File: config.mk
export PLATFORM = sky130hd
export DESIGN_NAME = pipe_ctrl_unit
export DESIGN_NICKNAME = d
export VERILOG_FILES = /design/src/rtl/pipe_ctrl_unit.sv
export SDC_FILE = /design/constraint.sdc
export NUM_CORES = 1
export LEC_CHECK = 0
export BUFFER_PORTS_ARGS = -buffer_cell sky130_fd_sc_hd__clkbuf_2
export CAP_MARGIN = 30
export CORE_MARGIN = 5
export CORE_UTILIZATION = 40
export CTS_CLUSTER_SIZE = 40
export DETAILED_ROUTE_END_ITERATION = 16
export PLACE_DENSITY = 0.67
export SLEW_MARGIN = 25
export SYNTH_ARGS = -nofsm -noshare
export SYNTH_HDL_FRONTEND = slang
export SYNTH_SLANG_ARGS = --single-unit
File: constraint.sdc
create_clock -name clk_i -period 4.8 [get_ports clk_i]
set_input_delay 0.48 -clock clk_i [delete_from_list [all_inputs] [get_ports clk_i]]
set_output_delay 0.48 -clock clk_i [all_outputs]
set_load 0.005 [all_outputs]
File: src/rtl/pipe_ctrl_unit.sv
// ============================================================================
//  Module   : pipe_ctrl_unit
//  Brief    : Pipelined control decoder with flush and load-use bubble logic.
//  Revision : 1.0  initial release
// ============================================================================
`default_nettype none

module pipe_ctrl_unit #(
    parameter int OP_W      = 6,
    parameter int RA_W      = 5,
    parameter int EN_BNE    = 1,
    parameter int EN_HAZARD = 1
) (
    input  logic            clk_i,
    input  logic            rst_i,
    input  logic [OP_W-1:0] op_i,
    input  logic [RA_W-1:0] rs_i,
    input  logic [RA_W-1:0] rt_i,
    input  logic            mem_stall_i,
    input  logic            flush_i,
    output logic            id_jump_o,
    output logic            id_branch_o,
    output logic            id_branch_ne_o,
    output logic            id_ext_op_o,
    output logic            illegal_o,
    output logic            hazard_stall_o,
    output logic            ex_reg_dst_o,
    output logic            ex_alu_src_o,
    output logic [1:0]      ex_alu_op_o,
    output logic            mem_read_o,
    output logic            mem_write_o,
    output logic            wb_reg_write_o,
    output logic            wb_memto_reg_o
);

    localparam logic [OP_W-1:0] c_OP_R    = OP_W'(6'b000000);
    localparam logic [OP_W-1:0] c_OP_J    = OP_W'(6'b000010);
    localparam logic [OP_W-1:0] c_OP_BEQ  = OP_W'(6'b000100);
    localparam logic [OP_W-1:0] c_OP_BNE  = OP_W'(6'b000101);
    localparam logic [OP_W-1:0] c_OP_ADDI = OP_W'(6'b001000);
    localparam logic [OP_W-1:0] c_OP_ORI  = OP_W'(6'b001101);
    localparam logic [OP_W-1:0] c_OP_LW   = OP_W'(6'b100011);
    localparam logic [OP_W-1:0] c_OP_SW   = OP_W'(6'b101011);

    typedef struct packed {
        logic       reg_dst;
        logic       alu_src;
        logic [1:0] alu_op;
        logic       mem_read;
        logic       mem_write;
        logic       reg_write;
        logic       memto_reg;
    } ctrl_t;

    ctrl_t           w_dec;
    logic            w_jump;
    logic            w_branch;
    logic            w_branch_ne;
    logic            w_ext_op;
    logic            w_illegal;
    logic            w_uses_rt;
    logic            w_hazard;

    ctrl_t           r_idex;
    logic [RA_W-1:0] r_idex_rt;
    logic            r_exmem_mem_read;
    logic            r_exmem_mem_write;
    logic            r_exmem_reg_write;
    logic            r_exmem_memto_reg;
    logic            r_memwb_reg_write;
    logic            r_memwb_memto_reg;

    always_comb begin
        w_dec       = '0;
        w_jump      = 1'b0;
        w_branch    = 1'b0;
        w_branch_ne = 1'b0;
        w_ext_op    = 1'b0;
        w_illegal   = 1'b0;
        case (op_i)
            c_OP_R: begin
                w_dec.reg_dst   = 1'b1;
                w_dec.reg_write = 1'b1;
                w_dec.alu_op    = 2'b11;
            end
            c_OP_ORI: begin
                w_dec.alu_src   = 1'b1;
                w_dec.reg_write = 1'b1;
                w_dec.alu_op    = 2'b10;
            end
            c_OP_ADDI: begin
                w_dec.alu_src   = 1'b1;
                w_dec.reg_write = 1'b1;
                w_ext_op        = 1'b1;
            end
            c_OP_LW: begin
                w_dec.alu_src   = 1'b1;
                w_dec.memto_reg = 1'b1;
                w_dec.reg_write = 1'b1;
                w_dec.mem_read  = 1'b1;
                w_ext_op        = 1'b1;
            end
            c_OP_SW: begin
                w_dec.alu_src   = 1'b1;
                w_dec.mem_write = 1'b1;
                w_ext_op        = 1'b1;
            end
            c_OP_BEQ: begin
                w_dec.alu_op = 2'b01;
                w_branch     = 1'b1;
                w_ext_op     = 1'b1;
            end
            c_OP_BNE: begin
                if (EN_BNE != 0) begin
                    w_dec.alu_op = 2'b01;
                    w_branch     = 1'b1;
                    w_branch_ne  = 1'b1;
                    w_ext_op     = 1'b1;
                end else begin
                    w_illegal = 1'b1;
                end
            end
            c_OP_J: begin
                w_jump = 1'b1;
            end
            default: begin
                w_illegal = 1'b1;
            end
        endcase
    end

    // Only instructions that actually read rt as a source can stall on an rt match.
    assign w_uses_rt = (op_i == c_OP_R) || (op_i == c_OP_BEQ) ||
                       (op_i == c_OP_BNE) || (op_i == c_OP_SW);

    assign w_hazard = (EN_HAZARD != 0) && r_idex.mem_read && (r_idex_rt != '0) &&
                      ((r_idex_rt == rs_i) || ((r_idex_rt == rt_i) && w_uses_rt));

    always_ff @(posedge clk_i) begin
        if (rst_i) begin
            r_idex            <= '0;
            r_idex_rt         <= '0;
            r_exmem_mem_read  <= 1'b0;
            r_exmem_mem_write <= 1'b0;
            r_exmem_reg_write <= 1'b0;
            r_exmem_memto_reg <= 1'b0;
            r_memwb_reg_write <= 1'b0;
            r_memwb_memto_reg <= 1'b0;
        end else if (!mem_stall_i) begin
            // A held hazard keeps w_hazard high, so its bubble lands once the stall drops.
            if (flush_i || w_hazard) begin
                r_idex    <= '0;
                r_idex_rt <= '0;
            end else begin
                r_idex    <= w_dec;
                r_idex_rt <= rt_i;
            end
            r_exmem_mem_read  <= r_idex.mem_read;
            r_exmem_mem_write <= r_idex.mem_write;
            r_exmem_reg_write <= r_idex.reg_write;
            r_exmem_memto_reg <= r_idex.memto_reg;
            r_memwb_reg_write <= r_exmem_reg_write;
            r_memwb_memto_reg <= r_exmem_memto_reg;
        end
    end

    assign id_jump_o      = w_jump;
    assign id_branch_o    = w_branch;
    assign id_branch_ne_o = w_branch_ne;
    assign id_ext_op_o    = w_ext_op;
    assign illegal_o      = w_illegal;
    assign hazard_stall_o = w_hazard;
    assign ex_reg_dst_o   = r_idex.reg_dst;
    assign ex_alu_src_o   = r_idex.alu_src;
    assign ex_alu_op_o    = r_idex.alu_op;
    assign mem_read_o     = r_exmem_mem_read;
    assign mem_write_o    = r_exmem_mem_write;
    assign wb_reg_write_o = r_memwb_reg_write;
    assign wb_memto_reg_o = r_memwb_memto_reg;

endmodule

`default_nettype wire

# Word level (Yosys, flattened, before mapping)
# Cells that the tools add are included.
# word_totals
regBits	19
input_bits	20
out_inout_bits	14
# classes
eq_ne	9
mux	13
reduce_logical	15
# ops
cell	count
equality test 6 x 3 -> 1 bit (second input constant)	2
equality test 6 x 4 -> 1 bit (second input constant)	2
equality test 6 bit (second input constant)	2
equality test 5 bit	2
2-to-1 mux 1 bit	10
2-to-1 mux 8 bit	1
OR reduction 4 bit	2
OR reduction 8 bit	1
equality test 6 x 2 -> 1 bit (second input constant)	1
logical NOT 6 bit	1
one-hot mux 2 bit (3 select lines)	1
logical OR 1 bit	5
2-to-1 mux 5 bit	1
nonzero test 5 bit	1
OR reduction 5 bit	1
logical AND 1 bit	3
OR reduction 2 bit	1

# Longest topological paths before layout
# Gate-level depths: netlist (run 1).
# depth
depth_word	9
depth_mapped	7

# Least setup slack after synthesis (run 1)
# OpenSTA, ideal clock, no wires.
# synth_path
kind	register to output
startpoint	reg r_idex_rt[0]
endpoint	out hazard_stall_o
arrival_ns	1.488
slack_ns	2.832
stages_incl_launch_ff	7
path_cell_list	dfxtp_1 -> or4_1 -> o21ai_1 -> o21ba_1 -> a21oi_4 -> buf_6 -> inv_1
# synth_between
elab_chain_len	4
# synth_lines
item	line_no	text
start: declaration	65	logic [RA_W-1:0] r_idex_rt;
start signal: assignment	156	r_idex_rt <= rt_i;
equality test 5 bit	137	((r_idex_rt == rs_i) || ((r_idex_rt == rt_i) && w_uses_rt));
logical AND 1 bit	137	
logical OR 1 bit	137	
logical AND 1 bit (*)	136	assign w_hazard = (EN_HAZARD != 0) && r_idex.mem_read && (r_idex_rt != '0) &&
end: declaration	26	output logic hazard_stall_o,
# Every way passes the cells marked *; elsewhere a longest branch is shown, timed or not.

# Worst setup path in the final report (run 1)
# Ends and elaborated chain as after synthesis.

==> results of run 1 <==
## per-layer routing
metal,wire [um],part of all wire [%],up-vias
li1,-,-,442
met1,936,46,398
met2,989,48,17
met3,110,5.4,2
met4,7,0.34,0
met5,0,0,-
## worst max path at each step
stage / startpoint / to / cells after the start
finish: r_idex_rt[0]$_SDFFE_PP0N_ / hazard_stall_o / 6
global route: r_idex_rt[0]$_SDFFE_PP0N_ / hazard_stall_o / 6
global placement: r_idex_rt[0]$_SDFFE_PP0N_ / hazard_stall_o / 6
CTS: r_idex_rt[0]$_SDFFE_PP0N_ / hazard_stall_o / 6
floorplan: r_idex_rt[0]$_SDFFE_PP0N_ / hazard_stall_o / 6
detailed placement: r_idex_rt[0]$_SDFFE_PP0N_ / hazard_stall_o / 6
## per-stage QoR
stage | utilization, % | cell area [um2]
global route | 50.5 | 1120
global placement | 49.2 | 1090
finish | 50.5 | 1120
floorplan | - | 930
detailed placement | 49.2 | 1090
CTS | 50.5 | 1120
## sequential cells by signal, indices dropped and copies added (netlist names)
signal,flops
mem_write_o,1
ex_alu_op_o,2
ex_reg_dst_o,1
wb_memto_reg_o,1
r_idex_rt,5
r_idex,3
r_exmem_reg_write,1
ex_alu_src_o,1
wb_reg_write_o,1
mem_read_o,1
## cells in the final DEF (no fill, tap or decap), drive strengths merged
cell,n
mux2i,6
nand2b,1
nand3,4
dfxtp,17
nor4,4
clkbuf,36
or4,1
o21ba,1
a32o,12
a21oi,5
xor2,3
nand4b,1
and2,2
o21ai,3
inv,3
nor2,12
nor2b,3
nand4,1
clkinv,1
or2,2
xnor2,7
a21o,1
nor3,3
nand2,6
## kinds of logic (layout without fill, tap and decap cells)
| logic type | count (synthesis) | count (layout) |
|---|---|---|
| AND/OR/NAND/NOR | 40 | 40 |
| flip-flops | 17 | 17 |
| AO/OA/AOI/OAI | 22 | 22 |
| buffers and inverters | 10 | 40 |
| multiplexers | 6 | 6 |
| XOR/XNOR | 10 | 10 |
## cell usage after synthesis, types with 3 or more instances
cell type   n
dfxtp_1    17
nand2_1     6
nor2b_1     3
a32o_1     12
mux2i_1     6
inv_1       3
nand3_1     4
xor2_1      3
xnor2_1     7
nor4_1      4
a21oi_1     4
nor3_1      3
nor2_1     12
clkbuf_1    3
## power groups by stage
stage | combinational (mW) | sequential (mW) | clock, mW
floorplan | 0.0241 | 0.148 | 0
global placement | 0.0393 | 0.148 | 0
detailed placement | 0.0401 | 0.149 | 0
CTS | 0.0403 | 0.145 | 0.0795
global route | 0.0448 | 0.146 | 0.0865
finish | 0.0400 | 0.145 | 0.0748
## cell type report
type / instances / area (um2) / area share (%)
sequential: 17 / 340 / 30.5
clock inverter: 1 / 5.00 / 0.448
clock buffer: 3 / 22.5 / 2.02
inverter: 3 / 11.3 / 1.01
multi-input combinational: 78 / 537 / 48.1
tap: 28 / 35.0 / 3.14
timing repair buffer: 33 / 165 / 14.8
==> impl_metrics.json, run 1 <==
{
  "crit_path_top_delay_cell": "or4_1",
  "worstPathArrival_ps": 2030,
  "crit_path_max_fanout": 13,
  "cp.required_ps": 4320,
  "p_switching_mw": 0.0676,
  "synth-adder-area-share_pct": 0,
  "finalPower_mw": 0.260,
  "ys_top_cells_by_area": "dfxtp_1 37%, a32o_1 13%, xnor2_1 6.6%",
  "cts_resized": 0,
  "fillers": 225,
  "start_kind": "register",
  "syn_nets": 125,
  "pre_cts_ws_ps": 2600,
  "whs_endpoint": "r_idex_rt[3]$_SDFFE_PP0N_",
  "finalCritPeriodShare_pct": 52.3,
  "port_buffers": 33,
  "slew_headroom_pct": 45.9,
  "h-tree-depth": 1,
  "async_flop_share_pct": 0,
  "synth_cell_types": 28,
  "wirelength_mm": 2.04,
  "period_needed_ps": 2510,
  "p_seq_share_pct": 55.9,
  "top_usage_layer": "met2",
  "clock_path_buffers": 2,
  "vias": 859,
  "fin_nets": 156,
  "synth-seq-area-share_pct": 36.6,
  "p_int_mw": 0.193,
  "syn_area_um2": 930,
  "synthXorXnorAreaFrac_pct": 9.42,
  "yosys_warnings": 0,
  "vdd_drop_max_v": 0.000134,
  "met3_usage_pct": 2.45,
  "avgRoutedWirePerCell_um": 12.5,
  "diodes": 0,
  "hold_slack_ps": 457,
  "fin_skew_ps": 0.543,
  "holdBufCountCts": 0,
  "hold_start": "rt_i[3]",
  "post_synth.cell_area_avg_um2": 8.85,
  "post-cts-setup-buffers": 0,
  "grt_max_degree": 14,
  "initial_core_util_pct": 42.0,
  "cts_tree": "done",
  "ys_seq_elements": 17,
  "cts_root_buf": "clkbuf_4",
  "critPathKind": "register to output port",
  "antenna_found_initial": 0,
  "via_per_inst": 5.27,
  "maxCapViolCount": 0,
  "placed_cells": 159,
  "status": "complete, no violations",
  "grt_pass1_wl_mm": 3.48,
  "rsz0062_at_grt": "false",
  "reg2regPathDepth": 5,
  "min_delay_path_depth": 2,
  "gp_congestion": 0.797,
  "remaining_drc_errors": 0,
  "io_pins": 34,
  "grt_util_all_layers_pct": 12.8,
  "post-dp-hpwl_mm": 1.63,
  "ant_nets": 0,
  "clkPwrFrac_pct": 28.8,
  "grt.overflow.total": 0,
  "layout-drive-gt1-share_pct": 29.6,
  "dr.pass1.iters": 4,
  "grt_pass1_vias": 821,
  "p_leak_nw": 0.521,
  "rr_endpoint": "ex_alu_op_o[0]$_SDFFE_PP0N_",
  "synth_compound_area_share_pct": 20.3,
  "worst_slack_ps": 2290,
  "critPathBufInv": 2,
  "drt_iter0_drc": 25,
  "clock_sinks": 17,
  "rows": 17,
  "path_cells": "or4_1, o21ai_1, o21ba_1, a21oi_4, inv_1, clkbuf_2",
  "combPwrFrac_pct": 15.4,
  "die_x_um": 58.2,
  "synth_enable_flop_cells": 0,
  "r2r_start": "r_idex_rt[0]$_SDFFE_PP0N_",
  "reg2reg_slack_ps": 2980,
  "fmax_mhz": 399,
  "instances_no_fill": 163,
  "p_sw_share_pct": 26.0,
  "p_per_area_mw_per_mm2": 233,
  "cts_made_buffers": 3,
  "tns_ps": 0,
  "syn_to_final_growth_pct": 20.1,
  "die_h_um": 58.2,
  "yosys.area_share.simple_pct": 21.5,
  "cp_top_family": "compound AO/OA/AOI/OAI gates",
  "use_met1_pct": 16.7,
  "finalMaxSlewViolations": 0,
  "synth_ff_type": "dfxtp_1",
  "met2_usage_pct": 21.3,
  "clk_latency_ps": 280,
  "yosysTopAreaCell": "dfxtp_1",
  "synth_top_area_share_pct": 36.6,
  "slowest_delay_ps": 520,
  "clk_pin_slew_ps": 100,
  "worst_pin_slew_ps": 810,
  "final_hold_viol_count": 0,
  "die_area_mm2": 0.00339,
  "core_area_mm2": 0.00221,
  "synth_top_family_by_area": "simple AND/OR/NAND/NOR gates",
  "synthCells": 105,
  "hold_path.class": "input port to register",
  "setup_viol": 0,
  "synth.area.mux_share_pct": 6.46,
  "endpoint_kind": "output port"
}
Note: power is estimated with default switching activity, not from simulation.
==> inputs of run 2 (changes only) <==
==> constraint.sdc (replaced) <==
create_clock -name clk_i -period 2.4 [get_ports clk_i]
set_input_delay 0.24 -clock clk_i [delete_from_list [all_inputs] [get_ports clk_i]]
set_output_delay 0.24 -clock clk_i [all_outputs]
set_load 0.005 [all_outputs]
==> run 2 against run 1 <==
- core utilization rose by 0.68 points
- total power rose by 100%
- die area did not move
- first-iteration DRC count fell by 56%
- design area rose by 1.3%
- cell count rose by 1.2%
- clock power rose by 100%
- sequential share of layout area fell by 0.40 points
- routed wire length rose by 1.6%
==> impl_metrics.json, run 2 (synthesized netlist as in run 1, its figures left out) <==
{
  "status": "complete, no violations",
  "grt_pass1_wl_mm": 3.46,
  "critPathKind": "register to output port",
  "slew_headroom_pct": 41.5,
  "r2r_start": "r_idex_rt[0]$_SDFFE_PP0N_",
  "core_area_mm2": 0.00221,
  "post-dp-hpwl_mm": 1.60,
  "finalMaxSlewViolations": 0,
  "crit_path_max_fanout": 8,
  "p_int_mw": 0.385,
  "setup_viol": 0,
  "endpoint_kind": "output port",
  "combPwrFrac_pct": 15.4,
  "fmax_mhz": 446,
  "p_switching_mw": 0.138,
  "p_sw_share_pct": 26.4,
  "clk_latency_ps": 290,
  "whs_endpoint": "r_idex_rt[3]$_SDFFE_PP0N_",
  "initial_core_util_pct": 42.0,
  "gp_congestion": 0.814,
  "finalPower_mw": 0.523,
  "grt_pass1_vias": 813,
  "cts_made_buffers": 3,
  "antenna_found_initial": 0,
  "maxCapViolCount": 0,
  "rows": 17,
  "syn_to_final_growth_pct": 21.7,
  "clock_path_buffers": 2,
  "rsz0062_at_grt": "false",
  "grt.overflow.total": 0,
  "worst_pin_slew_ps": 871,
  "p_seq_share_pct": 55.5,
  "avgRoutedWirePerCell_um": 12.6,
  "vdd_drop_max_v": 0.000288,
  "fin_skew_ps": 2.18,
  "remaining_drc_errors": 0,
  "min_delay_path_depth": 2,
  "drt_iter0_drc": 11,
  "start_kind": "register",
  "wirelength_mm": 2.08,
  "reg2reg_slack_ps": 490,
  "via_per_inst": 5.35,
  "layout-drive-gt1-share_pct": 30.7,
  "period_needed_ps": 2240,
  "rr_endpoint": "r_idex_rt[4]$_SDFFE_PP0N_",
  "vias": 883,
  "p_per_area_mw_per_mm2": 463,
  "die_x_um": 58.2,
  "hold_path.class": "input port to register",
  "worstPathArrival_ps": 2000,
  "clk_pin_slew_ps": 100,
  "reg2regPathDepth": 6,
  "fin_nets": 158,
  "tns_ps": 0,
  "final_hold_viol_count": 0,
  "dr.pass1.iters": 4,
  "clock_sinks": 17,
  "grt_max_degree": 14,
  "io_pins": 34,
  "die_h_um": 58.2,
  "diodes": 0,
  "port_buffers": 33,
  "clkPwrFrac_pct": 29.1,
  "cts_root_buf": "clkbuf_4",
  "largest-register": "r_idex_rt",
  "h-tree-depth": 1,
  "p_leak_nw": 0.529,
  "final_common_cell": "clkbuf_2",
  "layout_common_cells": "33 x clkbuf_2, 17 x dfxtp_1, 12 x nor2_1, 12 x a32o_1, 7 x xnor2_1",
  "cts_tree": "done",
  "finalCritPeriodShare_pct": 93.3,
  "grt_util_all_layers_pct": 12.9,
  "holdBufCountCts": 0,
  "hold_start": "rt_i[3]",
  "cp.required_ps": 2160,
  "ant_nets": 0,
  "die_area_mm2": 0.00339,
  "largest_register_ffs": 5
}
## run 2: changes by cell type in the layout (fill, tap and decap cells not counted), sizes merged
cell,before,now
buf,0,2
## run 2: worst max-delay path by stage
stage                               from        endpoint
2_1_floorplan  r_idex_rt[0]$_SDFFE_PP0N_  hazard_stall_o
3_3_place_gp   r_idex_rt[0]$_SDFFE_PP0N_  hazard_stall_o
3_5_place_dp   r_idex_rt[0]$_SDFFE_PP0N_  hazard_stall_o
4_1_cts        r_idex_rt[0]$_SDFFE_PP0N_  hazard_stall_o
5_1_grt        r_idex_rt[0]$_SDFFE_PP0N_  hazard_stall_o
6_report       r_idex_rt[0]$_SDFFE_PP0N_  hazard_stall_o
## run 2: power by group through the flow
stage          sequential (mW)  combinational, mW  clock (mW)
2_1_floorplan            0.296             0.0482           0
3_3_place_gp             0.297             0.0785           0
3_5_place_dp             0.297             0.0800           0
4_1_cts                  0.291             0.0805       0.160
5_1_grt                  0.291             0.0900       0.174
6_report                 0.290             0.0804       0.153
## run 2: cell type report
type | instances | area, um2
Multi-Input combinational cell | 78 | 537
Fill cell | 236 | 1080
Tap cell | 28 | 35.0
Timing Repair Buffer | 35 | 180
Clock buffer | 3 | 22.5
Clock inverter | 1 | 5.00
Inverter | 3 | 11.3
Sequential cell | 17 | 340
## run 2: through the flow
step | util, % | hold WS, ps | worst slack, ps | instance area [um2] | cells
after global placement | 49.2 | 457 | 490 | 1090 | 159
after global routing | 51.1 | 201 | 28.8 | 1130 | 165
after floorplan | - | 394 | 672 | 930 | 105
after CTS | 50.5 | 198 | 72.5 | 1120 | 163
after detailed placement | 49.2 | 461 | 413 | 1090 | 159
final | 51.1 | 209 | 160 | 1130 | 165
## run 2: metal layers
metal | global-route usage, % | vias to the layer above | wire, um
met5 | 0 | - | 0
met1 | 16.4 | 410 | 927
met4 | 4.30 | 0 | 10
met2 | 20.2 | 25 | 987
met3 | 4.68 | 2 | 150
li1 | - | 446 | -
## run 2: critical path: stages (launching register included)
cell and delay [ps]:
dfxtp_1 360, or4_1 530, o21ai_1 170, o21ba_1 200
a21oi_4 250, inv_1 80, clkbuf_2 120
## run 2: repair_timing
action | 4_1_cts | 5_1_grt
buffers inserted | 0 | 2
setup endpoints to repair | 0 | 1
resized for setup | 0 | 0
==> inputs of run 3 (changes only) <==
==> constraint.sdc (replaced) <==
create_clock -name clk_i -period 2.4 [get_ports clk_i]
set_input_delay 0.24 -clock clk_i [delete_from_list [all_inputs] [get_ports clk_i]]
set_output_delay 0.24 -clock clk_i [all_outputs]
set_load 0.01 [all_outputs]
==> run 3 against run 2 <==
- combinational power is 1% higher
- global-route usage is 0.59 points lower
- sequential share of layout area is 0.20 points higher
- routed wire length is 0.39% lower
- critical path type unchanged
==> impl_metrics.json, run 3 (synthesized netlist as in run 1, its figures left out) <==
{
  "status": "complete, no violations",
  "p_int_mw": 0.385,
  "drt_iter0_drc": 19,
  "worst_slack_ps": 200,
  "pre_cts_ws_ps": 529,
  "die_x_um": 58.2,
  "port_buffers": 33,
  "io_pins": 34,
  "critPathKind": "register to output port",
  "fmax_mhz": 455,
  "cts_made_buffers": 3,
  "core_area_mm2": 0.00221,
  "p_switching_mw": 0.140,
  "endpoint_kind": "output port",
  "h-tree-depth": 1,
  "tns_ps": 0,
  "finalCritPeriodShare_pct": 91.7,
  "die_area_mm2": 0.00339,
  "period_needed_ps": 2200,
  "post-cts-setup-buffers": 0,
  "clock_sinks": 17,
  "cts_root_buf": "clkbuf_4",
  "p_sw_share_pct": 26.6,
  "grt_pass1_vias": 806,
  "ant_nets": 0,
  "setup_viol": 0,
  "p_per_area_mw_per_mm2": 467,
  "layout-drive-gt1-share_pct": 30.1,
  "cts_tree": "done",
  "clk_pin_slew_ps": 110,
  "p_seq_share_pct": 55.3,
  "p_leak_nw": 0.525,
  "rsz0062_at_grt": "false",
  "finalMaxSlewViolations": 0,
  "via_per_inst": 5.30,
  "grt.overflow.total": 0,
  "slowest_delay_ps": 540,
  "cts_resized": 0,
  "min_delay_path_depth": 2,
  "final_util_pct": 50.8,
  "remaining_drc_errors": 0,
  "rows": 17,
  "grt_max_degree": 13,
  "hold_path.class": "input port to register",
  "combPwrFrac_pct": 15.5,
  "layout_common_cells": "33 x clkbuf_2, 17 x dfxtp_1, 12 x nor2_1, 12 x a32o_1, 7 x xnor2_1",
  "maxCapViolCount": 0,
  "fillers": 239,
  "worstPathArrival_ps": 1960,
  "path_cells": "or4_1, o21ai_1, o21ba_1, a21oi_4, inv_1, clkbuf_2",
  "largest-register": "r_idex_rt",
  "dr.pass1.iters": 4,
  "syn_to_final_growth_pct": 20.9,
  "crit_path_max_fanout": 8,
  "reg2regPathDepth": 6,
  "start_kind": "register",
  "fin_nets": 157,
  "wirelength_mm": 2.07,
  "post-dp-hpwl_mm": 1.71,
  "fin_skew_ps": 7.48,
  "clk_latency_ps": 290,
  "diodes": 0,
  "holdBufCountCts": 0,
  "crit_path_top_delay_cell": "or4_1",
  "final_hold_viol_count": 0,
  "largest_register_ffs": 5,
  "die_h_um": 58.2,
  "initial_core_util_pct": 42.0,
  "grt_pass1_wl_mm": 3.33,
  "final_common_cell": "clkbuf_2",
  "finalPower_mw": 0.525,
  "gp_congestion": 0.791,
  "vdd_drop_max_v": 0.000297,
  "cp.required_ps": 2160,
  "slew_headroom_pct": 45.2,
  "antenna_found_initial": 0,
  "avgRoutedWirePerCell_um": 12.6,
  "vias": 869,
  "clock_path_buffers": 2,
  "grt_util_all_layers_pct": 12.3,
  "worst_pin_slew_ps": 821,
  "clkPwrFrac_pct": 29.2
}
[run 3: layout make-up]
class | count | area (um2) | area share, %
flip-flops and latches | 17 | 340 | 30.3
multi-input cells | 78 | 537 | 47.8
well taps | 28 | 35.0 | 3.12
inverters | 3 | 11.3 | 1.00
repair buffers | 34 | 173 | 15.4
clock inverters | 1 | 5.00 | 0.445
clock buffers | 3 | 22.5 | 2.00
[run 3: routing by layer]
| layer | share of wire [%] | track usage, % |
|---|---|---|
| met5 | 0 | 0 |
| met4 | 0.58 | 3.97 |
| met3 | 5.1 | 2.67 |
| met2 | 50 | 21.3 |
| met1 | 44 | 15.0 |
[run 3: final timing paths]
check,startpoint,slack [ps],to
min,rst_i,210,wb_memto_reg_o$_SDFFE_PP0N_
max,r_idex_rt[0]$_SDFFE_PP0N_,200,hazard_stall_o
min reg2reg,r_idex[1]$_SDFFE_PP0N_,480,r_idex[1]$_SDFFE_PP0N_
max reg2reg,r_idex_rt[0]$_SDFFE_PP0N_,520,r_idex_rt[3]$_SDFFE_PP0N_
[run 3: metrics by stage]
stage          cell area [um2]  std cells  hold slack [ps]
5_1_grt                   1120        164              201
3_3_place_gp              1100        160              452
3_5_place_dp              1100        160              467
6_report                  1120        164              209
4_1_cts                   1120        164              209
2_1_floorplan              930        105              394
[run 3: worst max-delay path, delay by kind of cell, from the launching register on]
family          cells  cell delay (ps)
compound gates      3              580
flops               1              360
simple gates        1              540
buf+inv             2              190
[run 3: power by group through the flow]
| stage | clock network, mW | registers (mW) | logic [mW] |
|---|---|---|---|
| floorplan | 0 | 0.296 | 0.0491 |
| global placement | 0 | 0.297 | 0.0795 |
| detailed placement | 0 | 0.297 | 0.0817 |
| CTS | 0.157 | 0.291 | 0.0824 |
| global route | 0.169 | 0.291 | 0.0904 |
| finish | 0.153 | 0.291 | 0.0812 |
